==> src/rtl/dcache_pkg.sv <==
// Shared types and lane helpers for the memory-stage data cache.
// Optional statistics counters are enabled with DCACHE_STATS_EN.
package dcache_pkg;

  localparam logic [1:0] DT_WORD  = 2'b00;
  localparam logic [1:0] DT_HALF  = 2'b01;
  localparam logic [1:0] DT_BYTE  = 2'b10;
  localparam logic [1:0] DT_UBYTE = 2'b11;

  localparam int unsigned TAG_MAX = 30;

  typedef enum logic [1:0] {
    IDLE,
    FILL,
    WRITE
  } state_t;

  typedef struct packed {
    logic               valid;
    logic [TAG_MAX-1:0] tag;
    logic [31:0]        data;
  } line_t;

  typedef struct packed {
    logic [3:0]  be;
    logic [31:0] data;
  } wr_t;

  function automatic logic [31:0] lane_extract(
    input logic [31:0] w,
    input logic [1:0]  off,
    input logic [1:0]  dt
  );
    logic [15:0] h;
    logic [7:0]  b;
    logic [31:0] r;
    h = off[1] ? w[31:16] : w[15:0];
    b = w[{off, 3'b000} +: 8];
    unique case (dt)
      DT_WORD:  r = w;
      DT_HALF:  r = {{16{h[15]}}, h};
      DT_BYTE:  r = {{24{b[7]}}, b};
      default:  r = {24'b0, b};
    endcase
    return r;
  endfunction

  function automatic wr_t lane_merge(
    input logic [31:0] wd,
    input logic [1:0]  off,
    input logic [1:0]  dt
  );
    wr_t r;
    unique case (dt)
      DT_WORD: begin
        r.be   = 4'b1111;
        r.data = wd;
      end
      DT_HALF: begin
        r.be   = off[1] ? 4'b1100 : 4'b0011;
        r.data = {16'b0, wd[15:0]} << {off[1], 4'b0000};
      end
      default: begin
        r.be   = 4'b0001 << off;
        r.data = {24'b0, wd[7:0]} << {off, 3'b000};
      end
    endcase
    return r;
  endfunction

endpackage

==> src/rtl/dcache_lines.sv <==
// Direct-mapped line array: async read, byte-enabled sync write,
// valid bits cleared asynchronously on reset.
module dcache_lines
  import dcache_pkg::*;
#(
  parameter int unsigned SETS = 8
) (
  input  logic                     clk,
  input  logic                     rst,
  input  logic [$clog2(SETS)-1:0]  rd_idx,
  output line_t                    rd_line,
  input  logic                     we,
  input  logic [$clog2(SETS)-1:0]  wr_idx,
  input  logic [3:0]               wr_be,
  input  line_t                    wr_line
);

  logic [SETS-1:0]    valid_q, valid_d;
  logic [TAG_MAX-1:0] tag_q  [SETS];
  logic [TAG_MAX-1:0] tag_d  [SETS];
  logic [31:0]        data_q [SETS];
  logic [31:0]        data_d [SETS];

  always_comb begin
    valid_d = valid_q;
    tag_d   = tag_q;
    data_d  = data_q;
    if (we) begin
      valid_d[wr_idx] = wr_line.valid;
      tag_d[wr_idx]   = wr_line.tag;
      for (int b = 0; b < 4; b++) begin
        if (wr_be[b]) begin
          data_d[wr_idx][8*b +: 8] = wr_line.data[8*b +: 8];
        end
      end
    end
  end

  always_ff @(posedge clk or posedge rst) begin
    if (rst) valid_q <= '0;
    else     valid_q <= valid_d;
  end

  always_ff @(posedge clk) begin
    tag_q  <= tag_d;
    data_q <= data_d;
  end

  assign rd_line.valid = valid_q[rd_idx];
  assign rd_line.tag   = tag_q[rd_idx];
  assign rd_line.data  = data_q[rd_idx];

endmodule

==> src/rtl/dcache_mem_stage.sv <==
// Memory stage with a direct-mapped write-through cache and stall FSM.
// Define DCACHE_STATS_EN to add hit_count/miss_count outputs.
module dcache_mem_stage
  import dcache_pkg::*;
#(
  parameter int unsigned ADDRESS_WIDTH = 32,
  parameter int unsigned DATA_WIDTH    = 32,
  parameter int unsigned SETS          = 8
) (
  input  logic                     clk,
  input  logic                     rst,
  input  logic                     WE,
  input  logic                     RE,
  input  logic [1:0]               dataType,
  input  logic [ADDRESS_WIDTH-1:0] A,
  input  logic [DATA_WIDTH-1:0]    WD,
  input  logic                     ResultSrc,
  output logic [DATA_WIDTH-1:0]    Result,
  output logic                     Stall,
  output logic                     mem_req,
  output logic                     mem_we,
  output logic [ADDRESS_WIDTH-1:0] mem_addr,
  output logic [DATA_WIDTH-1:0]    mem_wdata,
  output logic [3:0]               mem_be,
  input  logic [DATA_WIDTH-1:0]    mem_rdata,
  input  logic                     mem_ack
`ifdef DCACHE_STATS_EN
  ,
  output logic [31:0]              hit_count,
  output logic [31:0]              miss_count
`endif
);

  localparam int unsigned IDX_W = $clog2(SETS);

  state_t             state_q, state_d;
  logic               wr_hit_q, wr_hit_d;
  logic [IDX_W-1:0]   idx;
  logic [TAG_MAX-1:0] tag;
  line_t              line;
  line_t              wr_line;
  logic [3:0]         wr_be;
  logic               lines_we;
  logic               hit;
  wr_t                merge;

  assign idx   = A[2 +: IDX_W];
  assign tag   = TAG_MAX'(A[ADDRESS_WIDTH-1:2+IDX_W]);
  assign hit   = line.valid && (line.tag == tag);
  assign merge = lane_merge(WD, A[1:0], dataType);

  dcache_lines #(.SETS(SETS)) u_lines (
    .clk     (clk),
    .rst     (rst),
    .rd_idx  (idx),
    .rd_line (line),
    .we      (lines_we),
    .wr_idx  (idx),
    .wr_be   (wr_be),
    .wr_line (wr_line)
  );

  always_comb begin
    state_d       = state_q;
    wr_hit_d      = wr_hit_q;
    lines_we      = 1'b0;
    wr_be         = merge.be;
    wr_line.valid = 1'b1;
    wr_line.tag   = tag;
    wr_line.data  = merge.data;
    unique case (state_q)
      IDLE: begin
        if (WE) begin
          state_d  = WRITE;
          wr_hit_d = hit;
        end else if (RE && !hit) begin
          state_d = FILL;
        end
      end
      FILL: begin
        if (mem_ack) begin
          lines_we     = 1'b1;
          wr_be        = 4'b1111;
          wr_line.data = mem_rdata;
          state_d      = IDLE;
        end
      end
      WRITE: begin
        if (mem_ack) begin
          // Write-through without allocate: only refresh a line that hit.
          lines_we = wr_hit_q;
          state_d  = IDLE;
        end
      end
      default: state_d = IDLE;
    endcase
  end

  always_ff @(posedge clk or posedge rst) begin
    if (rst) begin
      state_q  <= IDLE;
      wr_hit_q <= 1'b0;
    end else begin
      state_q  <= state_d;
      wr_hit_q <= wr_hit_d;
    end
  end

  assign mem_req   = !rst && (state_q != IDLE);
  assign mem_we    = !rst && (state_q == WRITE);
  assign mem_addr  = {A[ADDRESS_WIDTH-1:2], 2'b00};
  assign mem_wdata = merge.data;
  assign mem_be    = (state_q == FILL) ? 4'b1111 : merge.be;

  assign Stall = !rst && (
    ((state_q == IDLE) && (WE || (RE && !hit))) ||
    (state_q == FILL) ||
    ((state_q == WRITE) && !mem_ack));

  assign Result = ResultSrc ? lane_extract(line.data, A[1:0], dataType)
                            : DATA_WIDTH'(A);

`ifdef DCACHE_STATS_EN
  logic [31:0] hit_q, hit_d, miss_q, miss_d;

  always_comb begin
    hit_d  = hit_q;
    miss_d = miss_q;
    if (state_q == IDLE && RE && !WE && hit && hit_q != '1)
      hit_d = hit_q + 32'd1;
    if (state_q == IDLE && state_d == FILL && miss_q != '1)
      miss_d = miss_q + 32'd1;
  end

  always_ff @(posedge clk or posedge rst) begin
    if (rst) begin
      hit_q  <= '0;
      miss_q <= '0;
    end else begin
      hit_q  <= hit_d;
      miss_q <= miss_d;
    end
  end

  assign hit_count  = hit_q;
  assign miss_count = miss_q;
`endif

endmodule

==> config.mk <==
export PLATFORM = sky130hd
export DESIGN_NAME = dcache_mem_stage
export DESIGN_NICKNAME = d
export VERILOG_FILES = /design/src/rtl/dcache_pkg.sv /design/src/rtl/dcache_lines.sv /design/src/rtl/dcache_mem_stage.sv
export SDC_FILE = /design/constraint.sdc
export NUM_CORES = 1
export LEC_CHECK = 0
export CORE_ASPECT_RATIO = 0.6
export CORE_MARGIN = 3
export CORE_UTILIZATION = 30
export CTS_BUF_LIST = sky130_fd_sc_hd__clkbuf_2 sky130_fd_sc_hd__clkbuf_4 sky130_fd_sc_hd__clkbuf_8
export DETAILED_ROUTE_END_ITERATION = 8
export GPL_ROUTABILITY_DRIVEN = 0
export PLACE_DENSITY_LB_ADDON = 0.15
export RECOVER_POWER = 100
export SETUP_SLACK_MARGIN = 0.05
export SLEW_MARGIN = 15
export SYNTH_ARGS = -nofsm -noshare
export SYNTH_HDL_FRONTEND = slang
export SYNTH_HIERARCHICAL = 1
export SYNTH_SLANG_ARGS = --single-unit
==> constraint.sdc <==
create_clock -name clk -period 5.4 [get_ports clk]
set_clock_uncertainty 0.15 [all_clocks]
set_input_delay 1.35 -clock clk [delete_from_list [all_inputs] [get_ports clk]]
set_output_delay 1.35 -clock clk [all_outputs]
set_load 0.01 [all_outputs]
Word level (Yosys, flattened, before mapping)
Cells that the tools add are included.
W data, S select, Z words.
{"block": "word_totals", "register_bits": 507, "latchBits": 0, "ram_bits": 0, "romBits": 0, "in_bits": 104, "output_inout_bits": 103, "wordCells": 106, "mem_count": 0}
{"block": "op_classes", "addsub": 0, "mul": 0, "n_div": 0, "magnitude_cmp": 4, "eq_ne": 7, "shifts": 4, "mux": 49, "bitwise_logic": 2, "reduce_logical": 21}
{"cell": "$mux W256", "n": 7}
{"cell": "$bwmux W256", "n": 4}
{"cell": "$demux W32 S3", "n": 4}
{"cell": "$bwmux W240", "n": 1}
{"cell": "$mux W32", "n": 6}
{"cell": "$bmux W32 S3", "n": 1}
{"cell": "$pmux W32 S3", "n": 1}
{"cell": "$bmux W30 S3", "n": 1}
{"cell": "$demux W30 S3", "n": 1}
{"cell": "$mux W30", "n": 3}
{"cell": "$pmux W36 S2", "n": 1}
{"cell": "$mux W16", "n": 2}
{"cell": "$shiftx A32 B6 Y8", "n": 1}
{"cell": "$shl A16 B5 Y32", "n": 1}
{"cell": "$shl A8 B5 Y32", "n": 1}
{"cell": "$eq A30 B27 Y1", "n": 1}
{"cell": "$mux W24", "n": 1}
{"cell": "$mux W4", "n": 4}
{"cell": "$logic_and A1 B1 Y1", "n": 9}
{"cell": "$mux W8", "n": 1}
{"cell": "$or A8 B8 Y8", "n": 1}
{"cell": "$mux W2", "n": 3}
{"cell": "$eq A2 B1 Y1 const B", "n": 2}
{"cell": "$eq A2 B2 Y1 const B", "n": 2}
{"cell": "19 further kinds", "n": 28}

Depth between registers and ports, before layout
Gate-level depths: netlist (run 1).
{"block": "depth", "word_depth": 16, "mapped_depth": 11, "depth_no_buf": 7}

Hierarchy
Netlist (run 1), hierarchy kept.
{"module": "dcache_lines", "instances": 1, "cells_per_inst": 857, "area_each_um2": 19770.2, "seq_area_each_um2": 15094.5}
{"module": "dcache_mem_stage", "instances": 1, "cells_per_inst": 417, "area_each_um2": 2705.1, "seq_area_each_um2": 75.1}

Worst setup path after synthesis (run 1)
OpenSTA, ideal clock, no wires.
{"block": "synth_path", "path_type": "input port to output port", "from": "in A[2]", "to": "out Result[21]", "arrival_ns": 3.589, "t_required_ns": 3.900, "slack_ns": 0.311, "cell_stages": 10, "n_path_buf": 3, "cell_sequence": "buf_6 > buf_2 > mux4_2 > mux2_2 > mux4_2 > nand2_2 > buf_4 > o21ai_0 > a21oi_1 > nand2_1"}
{"element": "from (decl)", "line_no": "dcache_mem_stage.sv:15", "rtl": "input logic [ADDRESS_WIDTH-1:0] A,"}
{"element": "to (decl)", "line_no": "dcache_mem_stage.sv:18", "rtl": "output logic [DATA_WIDTH-1:0] Result,"}

==> results.tsv, run 1 <==
metric	value	unit
outcome	finished with violations	
failing checks	negative setup slack	
DRT iter0 DRCs	1264	
Power per Cell Area	315.1	nW/µm²
clk_lat worst skew	0.69	ns
Leak	10.09	nW
DR vias	13120	
post-route DRC violation count	0	
clk slew on worst S/H paths	0.06	ns
Layout area overhead	26.83	%
post-synth cell types	54	
Period Utilization, post-route	1.034	
Vias/cell	4.829	
Critical Path End Type	output port	
port bufs	204	
worst vdd ir	0.1402	mV
max-slew violation count	0	
hold crit path type	reg2reg	
vias in the first global route	13550	
setup slack after layout	-0.1839	ns
Max FO, Critical Path	8	
antenna cells	0	
antenna violations before repair	5	
Antenna Nets Post-Route	0	
CTS Buffer Depth	3	
data arrival time of the worst path	4.08	ns
WP buf/inv	4	
Final Hold Fails	0	
fin crit period	5.584	ns
final setup fails	8	
Slew headroom	0.3215	
dpl cells	2566	
Post-Synthesis Cell Area	22480	µm²
fin cells	2716	
gr usage total	0.1816	
Place WS	-0.9290	ns
H-Tree Depth	3	
most numerous cell in the Yosys netlist	edfxtp_1	
synth top area cells	edfxtp_1 (66%), mux4_2 (13%), mux2_2 (4.7%), and2_1 (2.9%), dfrtp_1 (1.2%)	
required time of the critical path	3.90	ns
sequential fraction of the synthesis area	0.6749	
Max Clk Rate	179.1	MHz
total CTS buffers	80	
fraction of layout cells with a size suffix above 1	0.3256	
Ports	207	
Setup crit start kind	primary input	
Initial Utilization	0.3042	
Post-synth EDFFs	496	
Commonest cells post-synth	edfxtp_1 (496), mux4_2 (127), and2_1 (105)	
Setup CP Type	in2out	
synth warn	6	
hold slack	0.3421	ns
largest net degree at the start of global routing	35	
crit-path cells	buf_16 > mux4_2 > mux2_4 > nor4b_4 > buf_4 > nand4_1 > nor4_2 > buf_4 > nand4_1 > a21o_1 > buf_6	
TritonCTS clock tree	yes	
Gate Count Post-Synth	1274	
RSZ-0062 raised after global routing	true	
die height	218.0	µm
CTS root buf	clkbuf_8	
top_reg_cell synth	edfxtp_1	
total grt overflow	0	
Placeable Area	73890	µm²
DR WL/cell	26.10	µm
final wirelength	70.90	mm
worst slew pin tran	1.018	ns
max incr delay on CP	0.51	ns
Synth async-reset ratio	0.02170	
global-route wire length before repair	101.3	mm
Yosys top cell by area	edfxtp_1	
Rows	77	
die span in x	359.4	µm
clock sinks	507	
post-synthesis average cell area	17.64	µm²
DR pass1 iterations	7	
net total in the final layout	1777	
DP HPWL	49.36	mm
cell family with most CP delay	simple AND/OR/NAND/NOR gates	
Synth top area share	0.6627	
flops & latches, synth	507	
Slowest-stage cell, CP	mux4_2	
die footprint	78350	µm²
max cap viols	0	
==> final timing paths <==
| kind | endpoint | from | depth (start not counted) | slack (ns) |
|---|---|---|---|---|
| min in group asynchronous | state_q[0]$_DFFE_PP0P_ | rst | 2 | 0.97 |
| hold / removal | wr_hit_q$_DFFE_PP0P_ | wr_hit_q$_DFFE_PP0P_ | 2 | 0.34 |
| max in group asynchronous | u_lines/valid_q[2]$_DFFE_PP0P_ | rst | 2 | 3.71 |
| setup reg to reg | u_lines/data_q[34]$_DFFE_PP_ | state_q[1]$_DFFE_PP0P_ | 6 | 1.92 |
| hold reg to reg | wr_hit_q$_DFFE_PP0P_ | wr_hit_q$_DFFE_PP0P_ | 2 | 0.34 |
| setup / recovery | Stall | A[2] | 11 | -0.18 |
==> where the power goes <==
part / internal [mW] / switching, mW
sequential: 4.45 / 0.0237
combinational: 0.609 / 0.743
clock: 1.62 / 1.54
==> cells by family after synthesis <==
| logic type | synth area share |
|---|---|
| simple gates | 0.06491 |
| fa+ha+maj | 0.001670 |
| xor+xnor | 0.01052 |
| flops | 0.6749 |
| other cells | 0.0003341 |
| mux | 0.1770 |
| buf+inv | 0.03407 |
| compound gates | 0.03658 |
==> state kept, by name, summed over array words and instances (netlist names) <==
| name | cells |
|---|---|
| u_lines/tag_q | 240 |
| u_lines/valid_q | 8 |
| state_q | 2 |
| u_lines/data_q | 256 |
| wr_hit_q | 1 |
==> cells in the final DEF (no fill, tap or decap), types with 7 or more instances in the layout <==
cell	count
conb_1	34
nand2b_1	8
inv_1	35
edfxtp_1	496
nor2_1	36
clkdlybuf4s50_1	155
mux2_2	87
nor2b_1	19
buf_12	14
dlygate4sd3_1	16
dfrtp_1	11
clkbuf_1	15
buf_4	137
clkinv_2	10
clkinv_1	15
o21ai_0	32
clkbuf_4	27
dlymetal6s2s_1	11
and2_1	105
mux2_4	10
clkbuf_8	83
nand2_1	27
xnor2_1	13
mux4_2	127
a222oi_1	8
dlygate4sd2_1	9
a21oi_1	35
xor2_1	12
a22o_1	17
buf_6	10
a22oi_1	7
==> metrics by stage <==
stage | area [µm²] | utilization | TNS [ns] | total power [mW]
2_1_floorplan | 22600 | - | 0 | 5.202
3_3_place_gp | 26710 | 0.3614 | -14.20 | 5.889
3_5_place_dp | 26710 | 0.3614 | -14.18 | 5.896
4_1_cts | 28440 | 0.3849 | -2.906 | 9.111
5_1_grt | 28500 | 0.3858 | -1.777 | 9.397
6_report | 28500 | 0.3858 | -0.8073 | 8.981
==> timing repair <==
item / 4_1_cts / 5_1_grt
buffers inserted: 1 / 5
endpoints found under the setup margin: 33 / 33
pin swaps: 5 / 8
cloned: 3 / 0
hold buffers: 0 / 0
gates resized for setup: 57 / 38
==> metal layers <==
metal,track usage,up-vias,wire (µm)
met4,0.04385,2,1244
met2,0.2522,438,29630
met5,0,-,13
met1,0.2773,6794,34760
li1,-,5795,-
met3,0.05109,86,5241
==> worst register-to-register path: stages (launching register included) <==
cell,delay [ns]
dfrtp_1,0.38
inv_1,0.09
ha_1,0.59
a21oi_1,0.08
nor2_1,0.49
and4b_2,0.72
and2_1,0.62
==> final cells by class <==
cell class              instances  area (µm²)
flip-flops and latches        507       15170
well taps                     987        1235
inverters                      36       138.9
clock inverters                31       162.7
repair buffers                384        3655
fillers                      6830       45390
multi-input cells             661        6799
clock buffers                 110        1345
No activity file was read; power rests on OpenSTA's default activity.
==> run 2: changes to the inputs <==
ABC_AREA = 1   (was unset)
SETUP_SLACK_MARGIN = unset   (was 0.05)
==> results.tsv, run 2 <==
metric	value	unit	change
Post-synth EDFFs	496		unchanged
most common cell after layout, fill and taps aside	nand2_1		was edfxtp_1
most numerous cell in the Yosys netlist	nand2_1		was edfxtp_1
vias in the first global route	19560		was 13.55k
antenna cells	0		unchanged
setup slack after layout	0.07577	ns	was -0.1839 ns
Gate Count Post-Synth	2901		was 1274
die height	232.0	µm	was 218.0 µm
hold slack	0.3560	ns	was 0.3421 ns
hold_buf cts	0		unchanged
post-route DRC violation count	0		unchanged
net total in the final layout	3363		was 1777
H-Tree Depth	3		unchanged
fraction of layout cells with a size suffix above 1	0.09217		was 0.3256
synth warn	6		unchanged
Yosys top cell by area	edfxtp_1		unchanged
commonest cells after routing, fill and taps aside	nand2_1 (1028), inv_1 (599), edfxtp_1 (496)		was edfxtp_1 (496), clkdlybuf4s50_1 (155), buf_4 (137)
DR WL/cell	19.31	µm	was 26.10 µm
Final Hold Fails	0		unchanged
fin util	0.3755		was 0.3858
Synth top area share	0.5833		was 0.6627
total grt overflow	0		unchanged
fin cells	4454		was 2716
Rows	82		was 77
Critical Path End Type	output port		unchanged
TritonCTS clock tree	yes		unchanged
Setup crit start kind	primary input		unchanged
postcts setup bufs	0		was 1
hold crit path type	reg2reg		unchanged
final setup fails	0		was 8
total CTS buffers	83		was 80
synth top area cells	edfxtp_1 (58%), nand2_1 (15%), inv_1 (8.8%), nand3_1 (5.6%), nor2_1 (2.0%)		was edfxtp_1 (66%), mux4_2 (13%), mux2_2 (4.7%), and2_1 (2.9%), dfrtp_1 (1.2%)
Power per Cell Area	292.1	nW/µm²	was 315.1 nW/µm²
Max Clk Rate	187.8	MHz	was 179.1 MHz
Post-Synthesis Cell Area	25540	µm²	was 22480 µm²
RSZ-0062 raised after global routing	false		was true
Overall Power	9.204	mW	was 8.981 mW
max-slew violation count	33		was 0
sequential cell area	15170	µm²	unchanged
gr usage total	0.1901		was 0.1816
Slew headroom	-0.8088		was 0.3215
max cap viols	1		was 0
failing checks	max-capacitance violations, max-slew violations		was negative setup slack
top flop regs	u_lines/data_q: 256 flops, u_lines/tag_q: 240 flops, u_lines/valid_q: 8 flops		unchanged
Fillers	8656		was 6830
Max FO, Critical Path	14		was 8
DP HPWL	58.95	mm	was 49.36 mm
required time of the critical path	3.90	ns	about the same
sequential fraction of the synthesis area	0.5941		was 0.6749
Ports	207		unchanged
Setup CP Type	in2out		unchanged
CTS root buf	clkbuf_8		unchanged
dpl cells	4300		was 2566
worst vdd ir	0.1578	mV	was 0.1402 mV
DRT iter0 DRCs	1892		was 1264
CTS Buffer Depth	3		unchanged
top_reg_cell synth	edfxtp_1		unchanged
fin crit period	5.324	ns	was 5.584 ns
Antenna Nets Post-Route	0		unchanged
Synth async-reset ratio	0.02170		unchanged
Period Utilization, post-route	0.9860		was 1.034
Vias/cell	4.538		was 4.829
outcome	finished with violations		unchanged
die span in x	382.7	µm	was 359.4 µm
area of the multi-input gates	7306	µm²	was 6799 µm²
post-synthesis average cell area	8.802	µm²	was 17.64 µm²
worst slew pin tran	2.713	ns	was 1.018 ns
flops & latches, synth	507		unchanged
antenna violations before repair	2		was 5
Layout area overhead	23.40	%	was 26.83%
largest net degree at the start of global routing	59		was 35
port bufs	204		unchanged
final wirelength	85.99	mm	was 70.90 mm
Commonest cells post-synth	nand2_1 (1033), inv_1 (596), edfxtp_1 (496)		was edfxtp_1 (496), mux4_2 (127), and2_1 (105)
clock sinks	507		unchanged
DR pass1 iterations	6		was 7
post-synth cell types	42		was 54
Leak	14.39	nW	was 10.09 nW
DR vias	20210		was 13.12k
Placeable Area	83930	µm²	was 73890 µm²
Place WS	-0.4561	ns	was -0.9290 ns
die footprint	88770	µm²	was 78350 µm²
global-route wire length before repair	126.4	mm	was 101.3 mm
clk slew on worst S/H paths	0.06	ns	about the same
clk_lat worst skew	0.68	ns	was 0.69 ns
data arrival time of the worst path	3.82	ns	was 4.08 ns
Biggest register	u_lines/data_q		unchanged
max reg flops	256		unchanged
Initial Utilization	0.3043		was 0.3042
run 2: cell types whose count changed in the layout (fill, tap and decap cells not counted), sizes merged, moves of 27 or more:
| cell | previous run | this run |
|---|---|---|
| a21oi | 39 | 12 |
| and2 | 106 | 0 |
| buf | 169 | 118 |
| clkbuf | 130 | 188 |
| clkdlybuf4s50 | 155 | 96 |
| dlygate4sd3 | 16 | 98 |
| inv | 39 | 614 |
| mux2 | 97 | 32 |
| mux4 | 127 | 0 |
| nand2 | 30 | 1036 |
| nand3 | 2 | 285 |
| nor2 | 42 | 143 |
| o21ai | 33 | 66 |
run 2: what timing repair did:
item,4_1_cts,5_1_grt
gates resized for setup,17,27
pin swaps,0,4
setup endpoints to repair,4,24
cloned,1,4
endpoints found under the hold margin,0,0
run 2: through the flow:
step	TNS, ns	cell area, µm²
after floorplan	0	25630
after global placement	-0.6105	30040
after detailed placement	-0.6142	30040
after CTS	0	31720
after global routing	0	31510
final	0	31510
run 2: report_power, final:
part | switching [mW] | internal (mW) | total, mW
clock | 1.60 | 1.71 | 3.32
combinational | 0.932 | 0.494 | 1.43
sequential | 0.0201 | 4.44 | 4.46
run 2: critical path, cell delays in order:
cell and delay [ns]:
dlygate4sd3_1 0.72, nand2_1 0.14, inv_2 0.15, nand2_1 0.08, nand2_2 0.13, a22oi_4 0.07, buf_12 0.16, o21ai_0 0.10
nand2_1 0.12, o21ai_0 0.18, clkdlybuf4s50_1 0.61
run 2: layout make-up:
class,instances,area share
clock inverters,42,0.007782
multi-input cells,1653,0.2318
clock buffers,107,0.04237
repair buffers,398,0.1176
flip-flops and latches,507,0.4814
inverters,613,0.07401
well taps,1134,0.04503
run 2: per-layer routing:
| metal | GRT usage | routed length (µm) | share of wire |
|---|---|---|---|
| met4 | 0.05424 | 2146 | 0.025 |
| met5 | 0 | 0 | 0 |
| met1 | 0.2866 | 42660 | 0.50 |
| met2 | 0.2775 | 36200 | 0.42 |
| met3 | 0.03300 | 4986 | 0.058 |
run 2: worst paths after layout:
kind | from | to | slack (ns) | cells after the start
worst max-delay path | A[0] | Result[19] | 0.08 | 11
min in group asynchronous | rst | wr_hit_q$_DFFE_PP0P_ | 0.98 | 2
worst min-delay path | wr_hit_q$_DFFE_PP0P_ | wr_hit_q$_DFFE_PP0P_ | 0.36 | 2
worst max register to register | state_q[1]$_DFFE_PP0P_ | u_lines/tag_q[41]$_DFFE_PP_ | 0.69 | 8
worst min register to register | wr_hit_q$_DFFE_PP0P_ | wr_hit_q$_DFFE_PP0P_ | 0.36 | 2
max in group asynchronous | rst | u_lines/valid_q[6]$_DFFE_PP0P_ | 3.75 | 2
run 2: kinds of logic (layout without fill, tap and decap cells):
| family | count (synthesis) | in the layout | share of synthesized area |
|---|---|---|---|
| flops | 507 | 507 | 0.5941 |
| mux | 32 | 32 | 0.01411 |
| fa+ha+maj | 3 | 3 | 0.001470 |
| compound gates | 116 | 116 | 0.02881 |
| simple gates | 1472 | 1472 | 0.2332 |
| other cells | 2 | 27 | 0.0002941 |
| xor+xnor | 3 | 3 | 0.001029 |
| buf+inv | 766 | 1160 | 0.1271 |
